<file path="src/rtl/mux_n_pipe_if.sv">
// Handshake bundle for mux_n_pipe: select-side input beat and registered output beat.
// err_cnt exists only when MUX_N_PIPE_ERRCNT_EN is defined.
interface mux_n_pipe_if #(
   parameter int n = 32,
   parameter int m = 4
);
   localparam int SW = (m > 1) ? $clog2(m) : 1;

   logic [m*n-1:0] in_data;
   logic [SW-1:0]  in_sel;
   logic           in_valid;
   logic           in_ready;
   logic [n-1:0]   out_data;
   logic           out_sel_err;
   logic           out_valid;
   logic           out_ready;
`ifdef MUX_N_PIPE_ERRCNT_EN
   logic [7:0]     err_cnt;

   modport slave (
      input  in_data, in_sel, in_valid, out_ready,
      output in_ready, out_data, out_sel_err, out_valid, err_cnt
   );
   modport master (
      output in_data, in_sel, in_valid, out_ready,
      input  in_ready, out_data, out_sel_err, out_valid, err_cnt
   );
`else
   modport slave (
      input  in_data, in_sel, in_valid, out_ready,
      output in_ready, out_data, out_sel_err, out_valid
   );
   modport master (
      output in_data, in_sel, in_valid, out_ready,
      input  in_ready, out_data, out_sel_err, out_valid
   );
`endif
endinterface

</file>
<file path="src/rtl/mux_n_pipe.sv">
// N:1 selector with a registered valid/ready output and 2-entry skid buffer.
// Optional saturating out-of-range counter enabled by MUX_N_PIPE_ERRCNT_EN.
module mux_n_pipe #(
   parameter int n = 32,
   parameter int m = 4
) (
   input  logic          clk,
   input  logic          rst,
   mux_n_pipe_if.slave   bus
);
   localparam int        SW    = (m > 1) ? $clog2(m) : 1;
   localparam logic [SW:0] M_LIM = (SW+1)'(m);

   typedef enum logic [1:0] {EMPTY = 2'd0, ONE = 2'd1, TWO = 2'd2} state_t;

   state_t         state_q, state_d;
   logic [n-1:0]   main_data_q, skid_data_q, cap_data;
   logic           main_err_q, skid_err_q, cap_err;
   logic           in_ready_q;
   logic           accept, deliver;
   logic           load_main, load_skid, main_from_skid;

   // Select is widened by one bit so m=16 still compares correctly.
   always_comb begin
      // NOTE: every always_comb output gets a default first so no latch is inferred.
      cap_data = '0;
      cap_err  = ({1'b0, bus.in_sel} >= M_LIM);
      for (int k = 0; k < m; k++) begin
         if (bus.in_sel == SW'(k)) cap_data = bus.in_data[k*n +: n];
      end
   end

   assign bus.out_valid   = (state_q != EMPTY);
   assign bus.out_data    = main_data_q;
   assign bus.out_sel_err = main_err_q;
   assign bus.in_ready    = in_ready_q;

   assign accept  = bus.in_valid && in_ready_q;
   assign deliver = bus.out_valid && bus.out_ready;

   always_comb begin
      state_d        = state_q;
      load_main      = 1'b0;
      load_skid      = 1'b0;
      main_from_skid = 1'b0;
      unique case (state_q)
         EMPTY: begin
            if (accept) begin
               state_d   = ONE;
               load_main = 1'b1;
            end
         end
         ONE: begin
            if (accept && deliver) begin
               load_main = 1'b1;
            end else if (accept) begin
               state_d   = TWO;
               load_skid = 1'b1;
            end else if (deliver) begin
               state_d   = EMPTY;
            end
         end
         TWO: begin
            if (deliver) begin
               state_d        = ONE;
               main_from_skid = 1'b1;
            end
         end
         default: state_d = EMPTY;
      endcase
   end

   // in_ready is a function of the next state only, so out_ready never reaches it combinationally.
   always_ff @(posedge clk or posedge rst) begin
      // NOTE: sequential state uses non-blocking assignments so all registers update together.
      if (rst) begin
         state_q     <= EMPTY;
         in_ready_q  <= 1'b1;
         main_data_q <= '0;
         main_err_q  <= 1'b0;
         skid_data_q <= '0;
         skid_err_q  <= 1'b0;
      end else begin
         state_q    <= state_d;
         in_ready_q <= (state_d != TWO);
         if (load_main) begin
            main_data_q <= cap_data;
            main_err_q  <= cap_err;
         end else if (main_from_skid) begin
            main_data_q <= skid_data_q;
            main_err_q  <= skid_err_q;
         end
         if (load_skid) begin
            skid_data_q <= cap_data;
            skid_err_q  <= cap_err;
         end
      end
   end

`ifdef MUX_N_PIPE_ERRCNT_EN
   logic [7:0] err_cnt_q;

   always_ff @(posedge clk or posedge rst) begin
      if (rst) begin
         err_cnt_q <= 8'd0;
      end else if (accept && cap_err && (err_cnt_q != 8'hFF)) begin
         err_cnt_q <= err_cnt_q + 8'd1;
      end
   end

   assign bus.err_cnt = err_cnt_q;
`endif
endmodule

</file>
<file path="src/flat_wrapper.sv">
// flat-port wrapper written by rule: the top's interface ports become plain ports
module mux_n_pipe_flat 
#(
   parameter int n = 32,
   parameter int m = 4
)
  (clk, rst, bus_in_data, bus_in_sel, bus_in_valid, bus_out_ready, bus_in_ready, bus_out_data, bus_out_sel_err, bus_out_valid);
  mux_n_pipe_if #(.n(n), .m(m)) bus_i ();
  input  logic clk;
  input  logic rst;
  input wire logic [$bits(bus_i.in_data)-1:0] bus_in_data;
  input wire logic [$bits(bus_i.in_sel)-1:0] bus_in_sel;
  input wire logic [$bits(bus_i.in_valid)-1:0] bus_in_valid;
  input wire logic [$bits(bus_i.out_ready)-1:0] bus_out_ready;
  output wire logic [$bits(bus_i.in_ready)-1:0] bus_in_ready;
  output wire logic [$bits(bus_i.out_data)-1:0] bus_out_data;
  output wire logic [$bits(bus_i.out_sel_err)-1:0] bus_out_sel_err;
  output wire logic [$bits(bus_i.out_valid)-1:0] bus_out_valid;
  assign bus_i.in_data = bus_in_data;
  assign bus_i.in_sel = bus_in_sel;
  assign bus_i.in_valid = bus_in_valid;
  assign bus_i.out_ready = bus_out_ready;
  assign bus_in_ready = bus_i.in_ready;
  assign bus_out_data = bus_i.out_data;
  assign bus_out_sel_err = bus_i.out_sel_err;
  assign bus_out_valid = bus_i.out_valid;
  mux_n_pipe #(.n(n), .m(m)) u_core (.clk(clk), .rst(rst), .bus(bus_i));
endmodule
</file>
<file path="config.mk">
export PLATFORM = sky130hd
export DESIGN_NAME = mux_n_pipe_flat
export DESIGN_NICKNAME = d
export VERILOG_FILES = /design/src/rtl/mux_n_pipe_if.sv /design/src/rtl/mux_n_pipe.sv /design/src/flat_wrapper.sv
export SDC_FILE = /design/constraint.sdc
export NUM_CORES = 1
export LEC_CHECK = 0
export CAP_MARGIN = 5
export CORE_ASPECT_RATIO = 0.8
export CORE_MARGIN = 2
export CORE_UTILIZATION = 39
export DETAILED_ROUTE_END_ITERATION = 8
export HOLD_SLACK_MARGIN = 0.15
export PLACE_DENSITY = 0.78
export SYNTH_ARGS = -nofsm -noshare
export SYNTH_HDL_FRONTEND = slang
export SYNTH_SLANG_ARGS = --single-unit
export TNS_END_PERCENT = 10
</file>
<file path="constraint.sdc">
create_clock -name clk -period 2.05 [get_ports clk]
set_input_delay 0.41 -clock clk [delete_from_list [all_inputs] [get_ports clk]]
set_output_delay 0.41 -clock clk [all_outputs]
set_load 0.005 [all_outputs]
</file>
### Word level (Yosys, flattened, before mapping)

Index checks and enable logic that the tools add are counted.

| operators by class | value |
|---|---|
| add/sub/neg operators | 0 |
| $mul | 0 |
| divide/modulo/power cells | 0 |
| $lt $le $gt $ge | 0 |
| eq/ne operators | 6 |
| shift operators | 0 |
| muxes and demuxes | 21 |
| bitwise gates (word level) | 0 |
| reductions and logical operators | 7 |

Operators with widths:

| kind | count |
|---|---|
| $mux 32 | 6 |
| $mux 2 | 5 |
| $mux 1 | 8 |
| $eq 2x2->1 const B | 3 |
| $pmux 2 s3 | 1 |
| $eq 2x1->1 const B | 2 |
| $logic_not 2->1 | 2 |
| $reduce_bool 2->1 | 2 |
| $logic_and 1x1->1 | 3 |
| $ne 2x2->1 const B | 1 |
| $pmux 1 s2 | 1 |

| word-level totals | value |
|---|---|
| bits in registers | 68 |
| latch bits | 0 |
| RAM bits | 0 |
| ROM bits | 0 |
| bits of input ports | 134 |
| output and inout bits | 35 |
| word-level logic and storage cells | 39 |
| memories | 0 |

### Logic depth before layout (Yosys ltp)

| logic depth | value |
|---|---|
| word-level depth | 7 |
| gate-level depth with buffers | 5 |
| gate-level depth less buffers | 3 |

### Least setup slack after synthesis

Ideal clock, no wire load.

| path | value |
|---|---|
| path type | input port to flip-flop |
| start | in bus_in_sel[0] |
| end | reg u_core.skid_data_q[0] |
| setup time | 0.125 ns |
| data arrival time | 1.430 ns |
| data required time | 1.925 ns |
| slack | 0.495 ns |
| stages on the path | 4 |
| buffers on the path | 2 |
| cells stage by stage | buf_6 buf_12 mux4_2 mux2_4 |

| on the way | value |
|---|---|
| word-level cells in the longest chain between the ends | 5 |

RTL lines:

| element | line | source |
|---|---|---|
| start: declaration | flat_wrapper.sv:12 | `input wire logic [$bits(bus_i.in_sel)-1:0] bus_in_sel;` |
| $logic_not 2->1 | mux_n_pipe.sv:29 | `if (bus.in_sel == SW'(k)) cap_data = bus.in_data[k*n +: n];` |
| $mux 32 (3 in series) | mux_n_pipe.sv:29 |  |
| $mux 32 * | mux_n_pipe.sv:29 |  |
| end signal: assignment | mux_n_pipe.sv:94 | `skid_data_q <= cap_data;` |
| end: declaration | mux_n_pipe.sv:17 | `logic [n-1:0] main_data_q, skid_data_q, cap_data;` |

Every way passes the cells marked *; elsewhere a longest branch is shown, timed or not.
A chain may end at the register's enable or synchronous reset.

### Worst setup path in the final report

| path | value |
|---|---|
| start | reg u_core.state_q[1] |
| end | out bus_out_valid |

| on the way | value |
|---|---|
| word-level cells in the longest chain between the ends | 1 |

RTL lines:

| element | line | source |
|---|---|---|
| start: declaration | mux_n_pipe.sv:16 | `state_t state_q, state_d;` |
| start signal: assignment | mux_n_pipe.sv:84 | `state_q <= state_d;` |
| $reduce_bool 2->1 | mux_n_pipe.sv:33 | `assign bus.out_valid = (state_q != EMPTY);` |
| end: declaration | flat_wrapper.sv:18 | `output wire logic [$bits(bus_i.out_valid)-1:0] bus_out_valid;` |

Every way passes these cells.

==> impl_metrics.ini <==
[worst_setup_path]
cpPeakStageDelay_ps = 450
critPathSlowestCell = dfrtp_1
crit_type = flop to output port
cp-start-kind = flop
endpoint_kind = output port
crit_chain = or2_2 > clkdlybuf4s50_1
rr_startpoint = u_core.bus.in_ready
critPathMaxFanout = 8
ff2ff_setup_slack_ps = 500
reg2reg_to = u_core.skid_data_q[1]
cp.required_ps = 1640
r2r_cells = 4
critPathArrivalTime_ps = 1540
worstSetupStartpoint = u_core.state_q[1]

[drt]
wire_per_inst_microns = 19.1
drt_iter0_drc = 112
antenna_left = 0
drt-pass1-iter-count = 4
vias_per_cell = 5.51
vias = 3215
routed_wl_microns = 11100
drc = 0

[sta]
fin_ws_ps = 103
finalSetupTns_ps = 0
fin_worst_skew_ps = 6.94
fmax_ghz = 0.514
slew_violations = 0
setup_viol = 0
fin_crit_sh_pct = 95.0
hold_violations = 0
rsz0062_at_grt = false
fin_crit_ps = 1950

[yosys]
syn_nets = 411
synth_edf_count = 0
ys_ff_latch = 67
synth_ff_type = dfrtp_1
syn_avg_cell_area_sq_um = 14.0
yosysSeqAreaShare_pct = 43.3
async_flop_share_pct = 100
synth.distinct_cells = 29
syn_inst = 277
syn-cell-area_sq_um = 3870
netlist.area_leader.share_pct = 42.7
synth_area_leader_cell = dfrtp_1
synth_warnings = 0
synthTopCellsByArea = dfrtp_1 (43%), mux4_2 (17%), mux2_4 (12%)

[cts]
cts.clk_slew.worst_paths_ps = 50
cts_buffers = 9
clock_sinks = 67
htreeDepth = 3
cts_resized = 0
cts_tree = built
root_buffer = clkbuf_16
cts_buffer_depth = 2
clk_latency_ps = 330
hold_buffers = 0
post-cts-setup-buffers = 0

[global_route]
grt_pass1_vias = 3513
grt_pass1_wl_microns = 17800
grtUsageTotal_pct = 21.6
gr-total-overflow = 0
antenna_found_initial = 0
grt_max_degree = 68

[worst_hold_path]
hold_class = flop to flop
min_to = u_core.skid_data_q[29]
holdPathStages = 1
worstHoldStart = u_core.skid_data_q[29]

[floorplan]
io_pins = 169
initial_core_util_pct = 40.1
die_x_microns = 115
die_area_sq_um = 10700
core_sq_um = 9650
num_rows = 32
die_height_microns = 93.1

[power_and_ir_drop]
power_w = 0.00693
vdd_drop_max_mv = 0.547
leakagePower_nw = 2.41
p_per_area_nw_per_um2 = 1150

[final_layout]
design_area_sq_um = 6050
antenna_cells = 0
synthToLayoutAreaGrowth_pct = 56.3
drive_gt1_share_pct = 23.9
nNetsFinal = 576
fillers = 737

[placed_design]
port_buffers = 167
place.gp.congestion = 0.737
pre_cts_slack_ps = 48.1
hpwlAfterDp_microns = 8060
placed_area_sq_um = 5740

[run_status]
outcome = complete, no violations

[flow_run]
drv_cap = 0
cells in the final DEF, fill, tap and decap left out, types with 7 or more instances in the layout:
cell type	count
buf_12	7
dfrtp_1	66
o22ai_1	33
nand3_1	32
mux4_2	30
clkdlybuf4s50_1	165
buf_4	12
mux2_4	30
clkbuf_16	9
a2bb2oi_1	32
layout make-up:
class / count / area (sq um) / share of cell area (%)
repair buffers: 186 / 1890 / 31.3
clock inverters: 5 / 60.1 / 0.993
flip-flops and latches: 67 / 1680 / 27.7
clock buffers: 11 / 253 / 4.18
inverters: 2 / 11.3 / 0.186
well taps: 136 / 170 / 2.81
multi-input cells: 176 / 1990 / 32.8
worst max-delay path, delay by kind of cell, from the launching register on:
kind                   cells  cell delay [ps]
flip-flops                 1              450
buffers and inverters      1              450
AND/OR/NAND/NOR            1              320
worst max path at each step:
stage | end | slack [ps] | depth (start not counted)
2_1_floorplan | u_core.skid_data_q[0] | 500 | 4
3_3_place_gp | u_core.skid_data_q[1] | 100 | 5
3_5_place_dp | u_core.skid_data_q[1] | 50 | 5
4_1_cts | bus_out_valid | 90 | 2
5_1_grt | bus_out_valid | 40 | 2
6_report | bus_out_valid | 100 | 2
registers in the layout, indices dropped and copies added, names as in the netlist:
name,count
u_core.bus.out_data,32
u_core.skid_data_q,32
u_core.state_q,2
u_core.bus.in_ready,1
cells by family (layout without fill, tap and decap cells):
kind of cell           Yosys count  in the layout  share of synthesized area, %
multiplexers                    65             65                          31.3
buffers and inverters           34            204                          5.82
flip-flops                      67             67                          43.3
AO/OA/AOI/OAI                   68             68                          13.1
AND/OR/NAND/NOR                 42             42                          6.33
other                            1              1                        0.0969
power breakdown:
group	total [W]	switching, W	internal [W]
Combinational	0.00292	0.000979	0.00194
Clock	0.00159	0.000582	0.00101
Sequential	0.00242	0.000429	0.00199
Total	0.00693	0.00199	0.00494
per-layer routing:
metal / GRT usage, % / vias up / part of all wire [%]
met4: 4.62 / 0 / 0.63
met3: 6.93 / 10 / 7.7
met1: 26.2 / 1639 / 39
met2: 37.5 / 127 / 53
li1: - / 1439 / -
met5: 0 / - / 0
metrics by stage:
step / hold slack [ps] / instances / utilization (%)
after detailed placement: 495 / 567 / 59.5
after floorplan: 481 / 277 / -
after global routing: 529 / 583 / 62.7
final: 512 / 583 / 62.7
after CTS: 511 / 583 / 62.7
after global placement: 491 / 567 / 59.5
cells in the mapped netlist, types with 2 or more instances:
library cell  number
buf_6              4
clkbuf_1          12
mux4_2            30
o22ai_1           33
mux4_1             2
nand2b_1           2
dfrtp_1           66
a2bb2oi_1         32
buf_2             12
mux2_2             2
inv_1              2
buf_12             3
nand3_1           32
mux2_4            30
No activity file was read; power rests on OpenSTA's default activity.
